File: src/rtl/conv_dims_seq.sv
// ---------------------------------------------------------------------------
// conv_dims_seq
//   Sequential convolution output-size calculator. For each axis it computes
//     out = (IN + 2*PAD - (DIL*(K-1)+1)) / STRIDE + 1
//   One restoring divider is shared by the height and width axes, so the
//   two divisions run back to back. The latency is fixed because a division
//   always runs, even for an axis whose descriptor is invalid.
//
// Ports
//   clk, rst_n            clock (rising edge), asynchronous active-low reset
//   in_valid / in_ready   descriptor handshake (accepted only in IDLE)
//   IN_HEIGHT, IN_WIDTH   input feature-map size
//   KERNEL_H, KERNEL_W    kernel size per axis (0 gives an effective kernel of 0)
//   STRIDE_H, STRIDE_W    stride per axis (0 is reported as an error)
//   PAD_H, PAD_W          padding per side, per axis
//   DILATION              dilation for both axes (0 is treated as 1)
//   out_valid / out_ready result handshake
//   OUT_HEIGHT, OUT_WIDTH results (saturate to 2^W-1, 0 on a flagged axis)
//   err_stride            a stride was zero
//   err_kernel            the dilated kernel exceeds the padded input
//   err_ovf               a result saturated
// ---------------------------------------------------------------------------
module conv_dims_seq #(
  parameter int W = 16
) (
  input  logic         clk,
  input  logic         rst_n,
  input  logic         in_valid,
  output logic         in_ready,
  input  logic [W-1:0] IN_HEIGHT,
  input  logic [W-1:0] IN_WIDTH,
  input  logic [W-1:0] KERNEL_H,
  input  logic [W-1:0] KERNEL_W,
  input  logic [W-1:0] STRIDE_H,
  input  logic [W-1:0] STRIDE_W,
  input  logic [W-1:0] PAD_H,
  input  logic [W-1:0] PAD_W,
  input  logic [W-1:0] DILATION,
  output logic         out_valid,
  input  logic         out_ready,
  output logic [W-1:0] OUT_HEIGHT,
  output logic [W-1:0] OUT_WIDTH,
  output logic         err_stride,
  output logic         err_kernel,
  output logic         err_ovf
);

  localparam int NW = W + 2;          // dividend and quotient width
  localparam int KW = 2 * W + 1;      // effective kernel width
  localparam int QW = W + 3;          // quotient + 1
  localparam int RW = W + 1;          // partial remainder width
  localparam int CW = $clog2(NW);     // iteration counter width

  typedef enum logic [2:0] {
    S_IDLE,
    S_PREP,
    S_DIV_H,
    S_DIV_W,
    S_DONE
  } state_t;

  state_t        r_state;
  logic [W-1:0]  r_inH, r_inW, r_kH, r_kW, r_sH, r_sW, r_pH, r_pW, r_dil;
  logic [NW-1:0] r_div;
  logic [NW-1:0] r_numW;
  logic [RW-1:0] r_rem;
  logic [NW-2:0] r_quo;
  logic [CW-1:0] r_cnt;
  logic          r_badKH, r_badKW;
  logic [W-1:0]  r_resH;
  logic          r_ovfH;

  // Returns {kernel_too_large, dividend}. The padded size is compared against
  // the effective kernel in full width; when it is not too large the
  // difference fits in NW bits.
  function automatic logic [NW:0] axisPrep(
    input logic [W-1:0] inDim,
    input logic [W-1:0] k,
    input logic [W-1:0] pad,
    input logic [W-1:0] dil
  );
    logic [W-1:0]  dilEff;
    logic [KW-1:0] keff;
    logic [KW-1:0] padded;
    logic          bad;
    logic [NW-1:0] diff;
    dilEff = (dil == '0) ? W'(1) : dil;
    if (k == '0) begin
      keff = '0;
    end else begin
      keff = ({{(W+1){1'b0}}, dilEff} * {{(W+1){1'b0}}, k - W'(1)}) + KW'(1);
    end
    padded = KW'(inDim) + KW'({pad, 1'b0});
    bad    = (padded < keff);
    diff   = NW'(padded - keff);
    return {bad, diff};
  endfunction

  // Returns {saturated, result}. A flagged axis always reports 0.
  function automatic logic [W:0] axisFinish(
    input logic [NW-1:0] q,
    input logic          bad
  );
    logic [QW-1:0] q1;
    logic [W:0]    res;
    q1 = QW'(q) + QW'(1);
    if (bad) begin
      res = '0;
    end else if (q1[QW-1:W] != '0) begin
      res = {1'b1, {W{1'b1}}};
    end else begin
      res = {1'b0, q1[W-1:0]};
    end
    return res;
  endfunction

  logic [NW:0]   w_prepH, w_prepW;
  logic [W-1:0]  w_divisor;
  logic          w_axisBad;
  logic [NW-1:0] w_remShift;
  logic          w_ge;
  logic [RW-1:0] w_remNext;
  logic [NW-1:0] w_quoNext;
  logic [W:0]    w_fin;
  logic          w_lastIter;

  // One restoring-division step for whichever axis is being divided, plus
  // the per-axis preparation and the final result of the current axis.
  always_comb begin
    w_prepH    = axisPrep(r_inH, r_kH, r_pH, r_dil);
    w_prepW    = axisPrep(r_inW, r_kW, r_pW, r_dil);
    w_divisor  = (r_state == S_DIV_W) ? r_sW : r_sH;
    w_axisBad  = (r_state == S_DIV_W) ? ((r_sW == '0) || r_badKW)
                                      : ((r_sH == '0) || r_badKH);
    w_remShift = {r_rem, r_div[NW-1]};
    w_ge       = (w_remShift >= {2'b00, w_divisor});
    if (w_ge) begin
      w_remNext = RW'(w_remShift - {2'b00, w_divisor});
    end else begin
      w_remNext = w_remShift[RW-1:0];
    end
    w_quoNext  = {r_quo, w_ge};
    w_fin      = axisFinish(w_quoNext, w_axisBad);
    w_lastIter = (r_cnt == CW'(NW - 1));
  end

  // Control FSM, shared divider datapath and registered outputs.
  always_ff @(posedge clk or negedge rst_n) begin
    if (!rst_n) begin
      r_state    <= S_IDLE;
      in_ready   <= 1'b1;
      out_valid  <= 1'b0;
      OUT_HEIGHT <= '0;
      OUT_WIDTH  <= '0;
      err_stride <= 1'b0;
      err_kernel <= 1'b0;
      err_ovf    <= 1'b0;
      r_inH      <= '0;
      r_inW      <= '0;
      r_kH       <= '0;
      r_kW       <= '0;
      r_sH       <= '0;
      r_sW       <= '0;
      r_pH       <= '0;
      r_pW       <= '0;
      r_dil      <= '0;
      r_div      <= '0;
      r_numW     <= '0;
      r_rem      <= '0;
      r_quo      <= '0;
      r_cnt      <= '0;
      r_badKH    <= 1'b0;
      r_badKW    <= 1'b0;
      r_resH     <= '0;
      r_ovfH     <= 1'b0;
    end else begin
      case (r_state)
        S_IDLE: begin
          if (in_valid) begin
            r_inH    <= IN_HEIGHT;
            r_inW    <= IN_WIDTH;
            r_kH     <= KERNEL_H;
            r_kW     <= KERNEL_W;
            r_sH     <= STRIDE_H;
            r_sW     <= STRIDE_W;
            r_pH     <= PAD_H;
            r_pW     <= PAD_W;
            r_dil    <= DILATION;
            in_ready <= 1'b0;
            r_state  <= S_PREP;
          end
        end
        S_PREP: begin
          r_div   <= w_prepH[NW-1:0];
          r_badKH <= w_prepH[NW];
          r_numW  <= w_prepW[NW-1:0];
          r_badKW <= w_prepW[NW];
          r_rem   <= '0;
          r_quo   <= '0;
          r_cnt   <= '0;
          r_state <= S_DIV_H;
        end
        S_DIV_H: begin
          if (w_lastIter) begin
            // Park the height result and reload the divider for width.
            r_resH  <= w_fin[W-1:0];
            r_ovfH  <= w_fin[W];
            r_div   <= r_numW;
            r_rem   <= '0;
            r_quo   <= '0;
            r_cnt   <= '0;
            r_state <= S_DIV_W;
          end else begin
            r_rem   <= w_remNext;
            r_quo   <= w_quoNext[NW-2:0];
            r_div   <= {r_div[NW-2:0], 1'b0};
            r_cnt   <= r_cnt + CW'(1);
          end
        end
        S_DIV_W: begin
          if (w_lastIter) begin
            OUT_HEIGHT <= r_resH;
            OUT_WIDTH  <= w_fin[W-1:0];
            err_ovf    <= r_ovfH | w_fin[W];
            err_stride <= (r_sH == '0) || (r_sW == '0);
            err_kernel <= r_badKH | r_badKW;
            out_valid  <= 1'b1;
            r_state    <= S_DONE;
          end else begin
            r_rem   <= w_remNext;
            r_quo   <= w_quoNext[NW-2:0];
            r_div   <= {r_div[NW-2:0], 1'b0};
            r_cnt   <= r_cnt + CW'(1);
          end
        end
        S_DONE: begin
          if (out_ready) begin
            out_valid <= 1'b0;
            in_ready  <= 1'b1;
            r_state   <= S_IDLE;
          end
        end
        default: begin
          out_valid <= 1'b0;
          in_ready  <= 1'b1;
          r_state   <= S_IDLE;
        end
      endcase
    end
  end

endmodule

File: config.mk
export PLATFORM = sky130hd
export DESIGN_NAME = conv_dims_seq
export DESIGN_NICKNAME = d
export VERILOG_FILES = /design/src/rtl/conv_dims_seq.sv
export SDC_FILE = /design/constraint.sdc
export NUM_CORES = 2
export LEC_CHECK = 0
export ABC_AREA = 1
export ABC_CLOCK_PERIOD_IN_PS = 8400
export BUFFER_PORTS_ARGS = -buffer_cell sky130_fd_sc_hd__buf_2
export CORE_ASPECT_RATIO = 0.9
export CORE_MARGIN = 5
export CORE_UTILIZATION = 60
export CTS_BUF_LIST = sky130_fd_sc_hd__clkbuf_4 sky130_fd_sc_hd__clkbuf_8
export DETAILED_ROUTE_END_ITERATION = 8
export MAX_ROUTING_LAYER = met4
export PLACE_DENSITY = 0.78
export SLEW_MARGIN = 25
export SYNTH_ARGS = -nofsm -noshare
export SYNTH_HDL_FRONTEND = slang
export SYNTH_SLANG_ARGS = --single-unit
File: constraint.sdc
create_clock -name clk -period 8.4 [get_ports clk]
set_clock_uncertainty 0.05 [all_clocks]
set_input_delay 1.68 -clock clk [delete_from_list [all_inputs] [get_ports clk]]
set_output_delay 1.68 -clock clk [all_outputs]
set_load 0.005 [all_outputs]
==> flow_summary.json <==
{
  "status": "finished clean",
  "antenna_left": 0,
  "netlist-cell-type-count": 56,
  "cts_max_level": 2,
  "grt_pass1_vias": 30800,
  "max_freq_ghz": 0.126,
  "cts_tree": "yes",
  "relSlewSlack_pct": 27.9,
  "period_share_pct": 94.7,
  "die_height_um": 238,
  "synth_compound_area_share_pct": 7.41,
  "clk_pin_slew_ns": 0.08,
  "routed_wl_um": 104000,
  "ff2ff_setup_slack_ns": 0.45,
  "fin_hold_ws_ns": 0.415,
  "initial_core_util_pct": 60.7,
  "rsz0062_at_grt": "yes",
  "final-max-slew-violation-count": 0,
  "clk_latency_ns": 0.67,
  "drtIter0Drc": 2869,
  "startpoint_type": "flip-flop",
  "worstMarginPinSlew_ns": 1.07,
  "drcViolationCount": 0,
  "yosys.area_share.simple_pct": 22.7,
  "core_um2": 57200,
  "syn_area_per_cell_um2": 7.51,
  "r2r_cells": 41,
  "grt_pass1_wl_um": 166000,
  "path_max_fanout": 9,
  "die_w_um": 264,
  "worst_ep_required_time_ns": 8.90,
  "min_delay_path_depth": 2,
  "numClockSinks": 278,
  "gp_congestion": 1.02,
  "synth_top_family_by_area": "adder cells",
  "dieArea_um2": 62800,
  "fp-row-count": 83,
  "postSynthCellCount": 4629,
  "yosysSeqAreaShare_pct": 20.0,
  "area_growth_pct": 9.15,
  "io_pins": 185,
  "syn-num-nets": 5481,
  "synth_area_leader_cell": "fa_1",
  "cts_inserted_buffers": 49,
  "synthAdderAreaFrac_pct": 33.9,
  "worstPathArrival_ns": 8.45,
  "drive_gt1_share_pct": 10.9,
  "overflow": 0,
  "clk_path_buf_depth": 3,
  "synth.cell_area_um2": 34700,
  "multiInputGateArea_um2": 23700,
  "finalHoldViolCount": 0,
  "yosys.area.top_type_share_pct": 22.8,
  "wl_per_cell_um": 18.5,
  "synth_xor_area_share_pct": 1.81,
  "io_buffers": 184,
  "fin_crit_ns": 7.95,
  "synthTopCellsByArea": "fa_1 23%, dfrtp_1 20%, nand2_1 14%",
  "hold_path.class": "reg -> reg",
  "max_stage_delay_ns": 0.54,
  "endpoint_kind": "flip-flop",
  "antenna_found_initial": 2,
  "synth_mux_area_share_pct": 2.11,
  "ys_ff_latch": 278,
  "via_per_inst": 5.50,
  "critPathKind": "reg -> reg",
  "nets": 5667,
  "critPathSlowestCell": "fa_1",
  "yosys_warnings": 0,
  "fillers": 4998,
  "cts-root-buf": "clkbuf_8",
  "cpMostUsedCell": "nand2_1",
  "setup_viol": 0,
  "grt_max_degree": 106,
  "vias": 30900,
  "drv_cap": 0,
  "dr.pass1.iters": 6,
  "regArea_um2": 6960,
  "grt_usage_pct": 34.0,
  "dp_hpwl_um": 83100
}
[area by class of cell]
cell class	instances	share of cell area, %
Antenna cell	2	0.0132
Multi-Input combinational cell	3252	62.5
Clock buffer	75	2.51
Inverter	970	9.70
Timing Repair Buffer	262	4.00
Timing Repair inverter	2	0.0330
Sequential cell	278	18.3
Clock inverter	16	0.416
Tap cell	765	2.52
[repair_timing]
item	4_1_cts	5_1_grt
hold endpoints to repair	0	0
buffers inserted	0	12
setup endpoints to repair	0	9
hold buffers	0	0
gates resized for setup	0	32
[synthesized netlist by cell type, drive strengths merged]
cell type	count
a211oi	3
a21boi	5
a21o	7
a21oi	133
a221oi	8
a22oi	3
a31o	1
a31oi	19
a32o	1
a41oi	5
and2	6
buf	40
clkbuf	89
clkinv	7
dfrtp	277
dfstp	1
fa	395
ha	309
inv	963
mux2	65
nand2	1270
nand3	140
nand3b	9
nand4	32
nor2	408
nor3	42
nor4	13
o2111ai	1
o211ai	4
o21a	4
o21ai	218
o21bai	12
o221ai	1
o22a	1
o22ai	24
o31ai	6
or2	35
xnor2	28
xor2	44
[logic make-up after synthesis]
| kind of cell | count (synthesis) |
|---|---|
| multiplexers | 65 |
| AO/OA/AOI/OAI | 456 |
| buffers and inverters | 1099 |
| adder cells (fa/ha/maj) | 704 |
| flip-flops | 278 |
| AND/OR/NAND/NOR | 1955 |
| XOR/XNOR | 72 |
[layout by cell type (no fill, tap or decap), types with 44 or more instances in the layout]
cell type  netlist  final
nand2_1       1258   1250
inv_1          957    949
nor2_1         405    399
fa_1           395    395
ha_1           309    307
dfrtp_1        277    276
o21ai_0        197    197
buf_2           35    183
nand3_1        139    139
a21oi_1        132    132
buf_4            2     78
mux2_2          65     65
clkbuf_8         0     62
xor2_1          44     44
[sequential cells by signal, summed over array words and instances (netlist names), 5 cells and up]
register	flops
r_sW	16
r_inH	16
r_pH	16
r_resH	16
r_div	18
r_numW	18
r_dil	16
OUT_HEIGHT	16
OUT_WIDTH	16
r_kH	16
r_rem	17
r_inW	16
r_sH	16
r_cnt	5
r_kW	16
r_quo	17
r_pW	16
[metrics by stage]
stage	util, %	instances	setup slack (ns)	TNS [ns]	instance area [um^2]
floorplan	-	4629	0.773	0	34700
global placement	64.0	5515	0.465	0	36600
detailed placement	64.0	5515	0.336	0	36600
CTS	65.9	5606	0.271	0	37700
global route	66.3	5622	-0.0553	-0.0875	37900
finish	66.3	5622	0.447	0	37900
[metal layers]
metal	routed length [um]	GRT usage, %	up-vias
met1	43600	46.6	14700
met3	10600	7.38	278
li1	-	-	14500
met2	45300	50.8	1488
met5	0	-	-
met4	4320	11.3	0
[critical path: cells and delay by family (launching register included)]
kind	cells	cell delay (ns)
fa+ha+maj	8	3.65
compound gates	4	0.38
simple gates	21	2.62
buf+inv	8	0.67
flops	1	0.43
[path summary, 6_finish.rpt]
check,from,end
setup reg to reg,r_kW[2]$_DFFE_PN0P_,r_badKW$_DFFE_PN0P_
setup / recovery,r_kW[2]$_DFFE_PN0P_,r_badKW$_DFFE_PN0P_
hold reg to reg,OUT_HEIGHT[7]$_DFFE_PN0P_,OUT_HEIGHT[7]$_DFFE_PN0P_
min in group asynchronous,rst_n,OUT_HEIGHT[4]$_DFFE_PN0P_
hold / removal,OUT_HEIGHT[7]$_DFFE_PN0P_,OUT_HEIGHT[7]$_DFFE_PN0P_
max in group asynchronous,rst_n,r_dil[11]$_DFFE_PN0P_
Power is not shown: default switching activity piles up to over one toggle a cycle in this logic, so the estimate is an artifact.
